$ cat src/rtl/exc_pipe_tracker.sv
// Exception tracker for the P7 pipeline.
// Carries {vld, code, pc, bd} through NSTAGE stages, merges each stage's local
// detector code (oldest exception wins), resolves interrupt vs exception at
// commit, latches EPC/cause and runs the EXL/eret state machine.
//
// state      | meaning
// -----------+-----------------------------------------------------------
// ST_IDLE    | normal execution, interrupts accepted at commit
// ST_FLUSH   | one-cycle trap pulse, pipe already emptied, redirect upstream
// ST_HANDLER | in exception handler (EXL), interrupts masked, waiting eret

module exc_pipe_tracker #(
    parameter int NSTAGE = 3,
    parameter int CODE_W = 6,
    parameter int PC_W   = 32,
    parameter int CNT_W  = 8
) (
    input  logic                     clk,
    input  logic                     reset_n,
    input  logic [CODE_W-1:0]        f_code_i,
    input  logic [PC_W-1:0]          f_pc_i,
    input  logic                     f_bd_i,
    input  logic                     f_vld_i,
    input  logic [NSTAGE*CODE_W-1:0] exc_i,
    input  logic                     stall_i,
    input  logic                     int_i,
    input  logic                     ie_i,
    input  logic                     eret_i,
    output logic                     exc_req_o,
    output logic                     flush_o,
    output logic [CODE_W-1:0]        cause_o,
    output logic [PC_W-1:0]          epc_o,
    output logic                     bd_o,
    output logic                     exl_o,
    output logic [CNT_W-1:0]         trap_cnt_o
);

    localparam int LAST = NSTAGE - 1;

    typedef enum logic [1:0] {
        ST_IDLE    = 2'd0,
        ST_FLUSH   = 2'd1,
        ST_HANDLER = 2'd2
    } state_t;

    state_t state, state_nxt;

    logic [NSTAGE-1:0] stg_vld;
    logic [NSTAGE-1:0] stg_bd;
    logic [CODE_W-1:0] stg_code [NSTAGE];
    logic [PC_W-1:0]   stg_pc   [NSTAGE];
    logic [CODE_W-1:0] merged   [NSTAGE];

    logic              irq;
    logic              trap;
    logic [CODE_W-1:0] commit_code;

    // Per-stage merge: an already-carried (older) code beats the local detector.
    always_comb begin
        for (int k = 0; k < NSTAGE; k++) begin
            merged[k] = '0;
            if (stg_vld[k]) begin
                merged[k] = (stg_code[k] != '0) ? stg_code[k] : exc_i[k*CODE_W +: CODE_W];
            end
        end
    end

    // Commit-stage trap decision; interrupts only accepted in IDLE.
    always_comb begin
        commit_code = merged[LAST];
        irq         = stg_vld[LAST] & int_i & ie_i & (state == ST_IDLE);
        trap        = irq | (commit_code != '0);
    end

    // Stage registers: shift each edge, stall freezes stage 0 and bubbles stage 1,
    // a trap empties the whole pipe.
    always_ff @(posedge clk or negedge reset_n) begin
        if (!reset_n) begin
            stg_vld <= '0;
            stg_bd  <= '0;
            for (int k = 0; k < NSTAGE; k++) begin
                stg_code[k] <= '0;
                stg_pc[k]   <= '0;
            end
        end else if (trap) begin
            stg_vld <= '0;
            for (int k = 0; k < NSTAGE; k++) begin
                stg_code[k] <= '0;
            end
        end else begin
            if (!stall_i) begin
                stg_vld[0]  <= f_vld_i;
                stg_code[0] <= f_code_i;
                stg_pc[0]   <= f_pc_i;
                stg_bd[0]   <= f_bd_i;
            end
            for (int k = 1; k < NSTAGE; k++) begin
                if (k == 1 && stall_i) begin
                    stg_vld[k]  <= 1'b0;
                    stg_code[k] <= '0;
                end else begin
                    stg_vld[k]  <= stg_vld[k-1];
                    stg_code[k] <= merged[k-1];
                    stg_pc[k]   <= stg_pc[k-1];
                    stg_bd[k]   <= stg_bd[k-1];
                end
            end
        end
    end

    // State register.
    always_ff @(posedge clk or negedge reset_n) begin
        if (!reset_n) begin
            state <= ST_IDLE;
        end else begin
            state <= state_nxt;
        end
    end

    // Next state and decoded outputs; a trap always overrides a coincident eret.
    always_comb begin
        state_nxt = state;
        exc_req_o = 1'b0;
        flush_o   = 1'b0;
        exl_o     = 1'b0;
        case (state)
            ST_IDLE: begin
                if (trap) state_nxt = ST_FLUSH;
            end
            ST_FLUSH: begin
                exc_req_o = 1'b1;
                flush_o   = 1'b1;
                state_nxt = trap ? ST_FLUSH : ST_HANDLER;
            end
            ST_HANDLER: begin
                exl_o = 1'b1;
                if (trap) begin
                    state_nxt = ST_FLUSH;
                end else if (eret_i && stg_vld[LAST]) begin
                    state_nxt = ST_IDLE;
                end
            end
            default: state_nxt = ST_IDLE;
        endcase
    end

    // Trap bookkeeping: cause always, EPC/BD only when not already in a handler.
    always_ff @(posedge clk or negedge reset_n) begin
        if (!reset_n) begin
            cause_o    <= '0;
            epc_o      <= '0;
            bd_o       <= 1'b0;
            trap_cnt_o <= '0;
        end else if (trap) begin
            cause_o <= irq ? '0 : commit_code;
            if (state == ST_IDLE) begin
                epc_o <= stg_bd[LAST] ? (stg_pc[LAST] - PC_W'(4)) : stg_pc[LAST];
                bd_o  <= stg_bd[LAST];
            end
            if (trap_cnt_o != {CNT_W{1'b1}}) begin
                trap_cnt_o <= trap_cnt_o + CNT_W'(1);
            end
        end
    end

endmodule
$ cat config.mk
export PLATFORM = sky130hd
export DESIGN_NAME = exc_pipe_tracker
export DESIGN_NICKNAME = d
export VERILOG_FILES = /design/src/rtl/exc_pipe_tracker.sv
export SDC_FILE = /design/constraint.sdc
export NUM_CORES = 1
export LEC_CHECK = 0
export CAP_MARGIN = 40
export CORE_UTILIZATION = 58
export DETAILED_ROUTE_END_ITERATION = 16
export PLACE_DENSITY_LB_ADDON = 0.1
export SYNTH_ARGS = -nofsm -noshare
export SYNTH_HDL_FRONTEND = slang
export SYNTH_SLANG_ARGS = --single-unit
$ cat constraint.sdc
create_clock -name clk -period 6.9 [get_ports clk]
set_input_delay 1.035 -clock clk [delete_from_list [all_inputs] [get_ports clk]]
set_output_delay 1.035 -clock clk [all_outputs]
set_load 0.02 [all_outputs]
# Word level (Yosys, flattened, before mapping)

Cells that the tools add are included.

Flip-flop bits (word level): 169
Input port bits: 64

Multiplexer cells: 21
Add/sub/neg operators: 2
Bitwise operators: 6
Eq/ne operators: 6
Reduce and logical (&&, ||, !) cells: 10

Operators by type and width:

| cell                    | number |
|---|---|
| $mux W6                 | 9 |
| $mux W32                | 1 |
| $sub A32 B3 Y32 const B | 1 |
| $reduce_bool A6 Y1      | 4 |
| $mux W18                | 1 |
| $add A8 B1 Y8 const B   | 1 |
| $mux W2                 | 4 |
| $ne A8 B8 Y1 const B    | 1 |
| $reduce_and A2 Y1       | 4 |
| $pmux W2 S3             | 1 |
| $mux W1                 | 4 |
| $and A1 B1 Y1           | 3 |
| $mux W3                 | 1 |
| $ne A3 B3 Y1 const B    | 1 |
| $eq A2 B1 Y1 const B    | 1 |
| $eq A2 B2 Y1 const B    | 1 |
| $logic_not A2 Y1        | 1 |
| $ne A2 B1 Y1 const B    | 1 |
| $ne A2 B2 Y1 const B    | 1 |
| $not A1 Y1              | 2 |
| $logic_and A1 B1 Y1     | 1 |
| $or A1 B1 Y1            | 1 |

# Logic depth before layout (Yosys ltp)

Depth after elaboration: 7
Depth in mapped cells: 8
Depth with buffers taken out: 7

# Least setup slack after synthesis

No wires, ideal clock.

Kind: in2reg
Start: input port exc_i[12]
End: register stg_bd[0]
Path buffers: 2
Cell stages on the path: 6
Library setup time: 0.125 ns
Setup slack: 4.222 ns
Arrival time: 2.553 ns
Required time: 6.775 ns
Cell sequence: nor4_1 nand4_1 a211oi_2 buf_2 buf_4 mux2_2

Word-level cells in the longest chain between the ends: 6

Ends and longest elaborated chain:

| item                               | line | source |
|---|---|---|
| start: declaration                 | 24   | `input logic [NSTAGE*CODE_W-1:0] exc_i,` |
| $mux W6                            | 63   | `merged[k] = (stg_code[k] != '0) ? stg_code[k] : exc_i[k*CODE_W +: CODE_W];` |
| $mux W6                            | 62   | `if (stg_vld[k]) begin` |
| $reduce_bool A6 Y1                 | 72   | `trap = irq \| (commit_code != '0);` |
| $or A1 B1 Y1                       | 72   |  |
| $not A1 Y1 (no source line)        | --   |  |
| $reduce_and A2 Y1 (no source line) | --   |  |
| end signal: assignment             | 95   | `stg_bd[0] <= f_bd_i;` |
| end signal: indexed assignment     | 105  | `stg_bd[k] <= stg_bd[k-1];` |
| end: declaration                   | 49   | `logic [NSTAGE-1:0] stg_bd;` |

No other way between the ends.
A chain may end at the register's enable or synchronous reset.

# Final worst setup path

Start: input port exc_i[12]
End: register epc_o[19]

Word-level cells in the longest chain between the ends: 5

Ends and longest elaborated chain:

| item                               | line | source |
|---|---|---|
| $mux W6                            | 63   |  |
| $mux W6                            | 62   |  |
| $reduce_bool A6 Y1                 | 72   |  |
| $or A1 B1 Y1                       | 72   |  |
| $reduce_and A2 Y1 (no source line) | --   |  |
| end signal: assignment             | 157  | `epc_o <= stg_bd[LAST] ? (stg_pc[LAST] - PC_W'(4)) : stg_pc[LAST];` |
| end: declaration                   | 32   | `output logic [PC_W-1:0] epc_o,` |

No other way between the ends.

==> flow_summary.html <==
<table>
<tr><th>Metric</th><th>Value</th></tr>
<tr><th colspan="2">Placement</th></tr>
<tr><td>Placed standard-cell area</td><td>between 0.008 and 0.009 mm²</td></tr>
<tr><td>Routability cong.</td><td>0.838</td></tr>
<tr><td>Port Buf Inserts</td><td>113</td></tr>
<tr><td>DP Wirelength</td><td>9.49 mm</td></tr>
<tr><th colspan="2">Cells and area</th></tr>
<tr><td>Post-layout utilization of the core</td><td>between 70% and 80%</td></tr>
<tr><td>Summed area of non-filler cells in the final layout</td><td>0.00899 mm²</td></tr>
<tr><td>Ratio of cells with drive above 1 in the final layout</td><td>19.9%</td></tr>
<tr><td>N_diodes</td><td>0</td></tr>
<tr><td>Final net count</td><td>761</td></tr>
<tr><td>Fill cell total of the finished layout</td><td>~850</td></tr>
<tr><td>Area added between synthesis and finish</td><td>25.6%</td></tr>
<tr><th colspan="2">Clocking</th></tr>
<tr><td>Number of CTS-inserted buffers</td><td>17</td></tr>
<tr><td>Sinks on Clock Net</td><td>roughly 170</td></tr>
<tr><td>Number of levels the H-tree was split into</td><td>4</td></tr>
<tr><td>Setup Fix Bufs, Post-CTS</td><td>0</td></tr>
<tr><td>Insertion delay to the later sink of the worst-skew pair</td><td>between 0.4 and 0.5 ns</td></tr>
<tr><td>Clk slew on worst S/H paths</td><td>0.06 ns</td></tr>
<tr><td>Hold Buf Count CTS</td><td>0</td></tr>
<tr><td>TritonCTS clock tree</td><td>built</td></tr>
<tr><td>Clock Root Buffer</td><td>sky130_fd_sc_hd__clkbuf_16</td></tr>
<tr><td>Resize count post-CTS</td><td>0</td></tr>
<tr><td>Number of buffers on the longest clock path</td><td>2</td></tr>
<tr><th colspan="2">GRT</th></tr>
<tr><td>Met2 demand-to-capacity share in global routing</td><td>41.1%</td></tr>
<tr><td>Met3 layer usage reported by global route</td><td>5.57%</td></tr>
<tr><td>Maximum number of pins on one net before global-route repair</td><td>85</td></tr>
<tr><td>Grt peak-use layer</td><td>met2</td></tr>
<tr><td>Overall track demand over capacity in global routing</td><td>24.0%</td></tr>
<tr><td>Global-route wire length before repair</td><td>23.5 mm</td></tr>
<tr><td>Remaining global-route overflow</td><td>0</td></tr>
<tr><td>Fraction of met1 tracks used by global routing</td><td>29.8%</td></tr>
<tr><td>Antenna violations before repair</td><td>0</td></tr>
<tr><td>Vias in the first global route</td><td>4857</td></tr>
<tr><th colspan="2">Drt</th></tr>
<tr><td>Routed len/inst</td><td>16.3 µm</td></tr>
<tr><td>Detail-routed via count per cell</td><td>5.50</td></tr>
<tr><td>Routed WL</td><td>13.9 mm</td></tr>
<tr><td>Detailed router's first-iteration violation count</td><td>227</td></tr>
<tr><td>Total DRC errors in the routed layout</td><td>0</td></tr>
<tr><td>DR pass1 iterations</td><td>5</td></tr>
<tr><td>Number of vias in the routed layout</td><td>between 4000 and 5000</td></tr>
<tr><td>Antenna violation net count after detailed routing</td><td>0</td></tr>
<tr><th colspan="2">Timing</th></tr>
<tr><td>Unrepaired setup endpoints after global routing</td><td>no</td></tr>
<tr><td>Fin. Hold Viols</td><td>0</td></tr>
<tr><td>TNS Setup</td><td>0 ns</td></tr>
<tr><td>Final Setup Violations</td><td>0</td></tr>
<tr><td>Slew HR</td><td>between 40% and 50%</td></tr>
<tr><td>Final worst-path cycle share</td><td>53.1%</td></tr>
<tr><td>Post-Route Hold Slack</td><td>0.466 ns</td></tr>
<tr><td>Crit path time final</td><td>3.67 ns</td></tr>
<tr><td>Final clock skew</td><td>~0.008 ns</td></tr>
<tr><td>Maximum operating frequency</td><td>0.273 GHz</td></tr>
<tr><td>Max-slew violation count</td><td>0</td></tr>
<tr><td>Worst slew pin tran</td><td>between 0.8 and 0.9 ns</td></tr>
<tr><th colspan="2">Synth</th></tr>
<tr><td>Compound-gate portion of the synthesized area</td><td>2.97%</td></tr>
<tr><td>Number of cells produced by synthesis</td><td>585</td></tr>
<tr><td>Synth Cell Area</td><td>0.00716 mm²</td></tr>
<tr><td>Synth unique cells</td><td>43</td></tr>
<tr><td>Sequential share of the synthesized area</td><td>59.1%</td></tr>
<tr><td>Mean post-synth cell area</td><td>12.2 µm²</td></tr>
<tr><td>Total nets after synthesis</td><td>between 600 and 700</td></tr>
<tr><td>Synth area leader</td><td>sky130_fd_sc_hd__dfrtp_1</td></tr>
<tr><td>Simple-gate share of the synthesized area</td><td>14.3%</td></tr>
<tr><td>Most frequent cells after synthesis</td><td>169 x sky130_fd_sc_hd__dfrtp_1, 109 x sky130_fd_sc_hd__nand2_1, 85 x sky130_fd_sc_hd__mux2_2</td></tr>
<tr><td>Post-synthesis register bit count</td><td>roughly 170</td></tr>
<tr><td>Multiplexer share of the synthesized area</td><td>between 15 and 20%</td></tr>
<tr><td>Total of warnings raised by yosys</td><td>0</td></tr>
<tr><td>Cell with the most instances after synthesis</td><td>sky130_fd_sc_hd__dfrtp_1</td></tr>
<tr><td>Biggest area contributors in the synthesized netlist</td><td>sky130_fd_sc_hd__dfrtp_1 59%, sky130_fd_sc_hd__mux2_2 13%, sky130_fd_sc_hd__nand2_1 5.7%, sky130_fd_sc_hd__xor2_1 3.1%, sky130_fd_sc_hd__mux2_1 2.5%</td></tr>
<tr><td>Adder and majority cell fraction of the synthesized area</td><td>0.350%</td></tr>
<tr><td>Main combinational cell family by area after synthesis</td><td>multiplexers</td></tr>
<tr><td>Top flip-flop cell by instance count after synthesis</td><td>sky130_fd_sc_hd__dfrtp_1</td></tr>
<tr><td>Async S/R FF share, synth</td><td>100%</td></tr>
<tr><td>Portion of synthesized cell area occupied by the leading cell type</td><td>59.1%</td></tr>
<tr><td>Number of enable flip-flop cells after synthesis</td><td>0</td></tr>
<tr><td>Share of the synthesized netlist area taken by xor and xnor gates</td><td>~3.9%</td></tr>
<tr><th colspan="2">Power</th></tr>
<tr><td>Power Dens Cells</td><td>roughly 400 mW/mm²</td></tr>
<tr><td>Leak Pwr</td><td>4.00 nW</td></tr>
<tr><td>Internal cell power</td><td>2.44 mW</td></tr>
<tr><td>Switching power share of the total</td><td>32.1%</td></tr>
<tr><td>Total Power Consumption</td><td>3.60 mW</td></tr>
<tr><td>Worst vdd rail ir drop</td><td>around 200 µV</td></tr>
<tr><td>Share of power burned in combinational logic</td><td>a little under a third</td></tr>
<tr><td>Reg power frac</td><td>44.4%</td></tr>
<tr><td>Proportion of power drawn by the clock network</td><td>25.2%</td></tr>
<tr><td>Net switching power figure</td><td>about 1.2 mW</td></tr>
<tr><th colspan="2">Worst hold path</th></tr>
<tr><td>HP Class</td><td>reg2reg</td></tr>
<tr><th colspan="2">Floorplanning</th></tr>
<tr><td>Area of the die</td><td>0.0128 mm²</td></tr>
<tr><td>Row count</td><td>40</td></tr>
<tr><td>Ports</td><td>114</td></tr>
<tr><td>Effective utilization at floorplan</td><td>59.6%</td></tr>
<tr><td>Die boundary height</td><td>113 µm</td></tr>
<tr><td>DIE WIDTH</td><td>113 µm</td></tr>
<tr><td>Std-Cell Core Area</td><td>0.0120 mm²</td></tr>
<tr><th colspan="2">Setup path</th></tr>
<tr><td>Required time of the critical path</td><td>approximately 7.2 ns</td></tr>
<tr><td>Crit path kind</td><td>in2reg</td></tr>
<tr><td>Critical Path Fanout Max</td><td>47</td></tr>
<tr><td>Element type at the critical path end</td><td>flop</td></tr>
<tr><td>Startpoint types</td><td>input port</td></tr>
<tr><td>Crit path arrival time</td><td>3.97 ns</td></tr>
<tr><td>Worst-case register-to-register setup slack</td><td>3.70 ns</td></tr>
<tr><th colspan="2">Run status</th></tr>
<tr><td>Status</td><td>complete, no violations</td></tr>
<tr><th colspan="2">Job</th></tr>
<tr><td>Number of maximum-capacitance constraint violations</td><td>0</td></tr>
</table>
## cells by family (layout without fill, tap and decap cells)
kind of cell | after synthesis | count (layout)
AND/OR/NAND/NOR | 204 | 204
flip-flops | 169 | 169
multiplexers | 109 | 109
AO/OA/AOI/OAI | 36 | 36
buffers and inverters | 33 | 155
XOR/XNOR | 32 | 32
adder cells (fa/ha/maj) | 2 | 2
## cells in the final DEF, fill, tap and decap left out, types with 2 or more instances in the layout
cell type                         synthesis  layout
sky130_fd_sc_hd__mux2_2                  85      85
sky130_fd_sc_hd__nor4_4                   3       3
sky130_fd_sc_hd__dfrtp_1                169     169
sky130_fd_sc_hd__a21oi_1                 22      21
sky130_fd_sc_hd__clkinv_2                 0       4
sky130_fd_sc_hd__mux2i_1                  8       8
sky130_fd_sc_hd__buf_4                    5       4
sky130_fd_sc_hd__ha_1                     2       2
sky130_fd_sc_hd__nor2b_1                  2       2
sky130_fd_sc_hd__nor3_1                   6       6
sky130_fd_sc_hd__nor4_2                   3       3
sky130_fd_sc_hd__clkdlybuf4s50_1          0     112
sky130_fd_sc_hd__nand2b_1                 2       2
sky130_fd_sc_hd__clkbuf_16                0      17
sky130_fd_sc_hd__nand3_1                  3       3
sky130_fd_sc_hd__nor3_2                   7       7
sky130_fd_sc_hd__clkbuf_1                 8       2
sky130_fd_sc_hd__a2bb2oi_1                4       4
sky130_fd_sc_hd__and4_1                   2       2
sky130_fd_sc_hd__xor2_1                  25      25
sky130_fd_sc_hd__and3_1                   2       2
sky130_fd_sc_hd__or4_1                    2       2
sky130_fd_sc_hd__or2_2                    2       2
sky130_fd_sc_hd__nor4_1                   5       5
sky130_fd_sc_hd__xnor2_1                  7       7
sky130_fd_sc_hd__mux2_1                  16      16
sky130_fd_sc_hd__or3_1                    8       8
sky130_fd_sc_hd__clkbuf_8                 0       5
sky130_fd_sc_hd__nor2_1                  35      35
sky130_fd_sc_hd__o21ai_0                  6       6
sky130_fd_sc_hd__nand2_1                109     109
sky130_fd_sc_hd__nand4_1                  6       6
sky130_fd_sc_hd__inv_1                    5       5
## sequential cells by signal, summed over array words and instances (netlist names)
signal      flops
state           2
bd_o            1
stg_pc         96
stg_bd          3
stg_vld         3
trap_cnt_o      8
stg_code       18
cause_o         6
epc_o          32
## power by group through the flow
stage	clock network (mW)	registers, mW	logic (mW)
2_1_floorplan	0	1.69	0.526
3_3_place_gp	0	1.59	1.06
3_5_place_dp	0	1.61	1.10
4_1_cts	0.919	1.60	1.11
5_1_grt	0.957	1.64	1.19
6_report	0.907	1.60	1.09
## path summary, 6_finish.rpt
check	start	endpoint	cells after the start
setup reg to reg	state[1]	epc_o[19]	7
setup / recovery	exc_i[12]	epc_o[19]	8
min in group asynchronous	reset_n	stg_pc[58]	1
hold / removal	stg_pc[62]	stg_pc[30]	2
hold reg to reg	stg_pc[62]	stg_pc[30]	2
max in group asynchronous	reset_n	stg_pc[87]	2
## metrics by stage
stage / worst slack [ns] / instances
floorplan: 4.22 / 585
global placement: 2.90 / 821
detailed placement: 2.82 / 823
CTS: 3.24 / 854
global route: 3.06 / 854
finish: 3.24 / 854
## area by class of cell
| type | instances | area, µm² | area share (%) |
|---|---|---|---|
| Tap cell | 147 | 184 | 2.05 |
| Clock inverter | 7 | 66.3 | 0.738 |
| Clock buffer | 24 | 502 | 5.58 |
| Sequential cell | 169 | 4230 | 47.0 |
| Timing Repair Buffer | 119 | 1210 | 13.5 |
| Inverter | 5 | 18.8 | 0.209 |
| Multi-Input combinational cell | 383 | 2780 | 30.9 |
## metal layers
metal / part of all wire (%) / vias up
li1: - / 2217
met1: 43 / 2347
met2: 51 / 108
met3: 4.4 / 21
met4: 1.5 / 0
met5: 0 / -
## critical path: stages
cell,delay [ns]
sky130_fd_sc_hd__clkdlybuf4s50_1,0.43
sky130_fd_sc_hd__nor4_1,0.28
sky130_fd_sc_hd__nand4_1,0.36
sky130_fd_sc_hd__a21o_1,0.29
sky130_fd_sc_hd__buf_4,0.28
sky130_fd_sc_hd__nand2_1,0.51
sky130_fd_sc_hd__buf_4,0.38
sky130_fd_sc_hd__mux2_1,0.37
No activity file was read; power rests on OpenSTA's default activity.
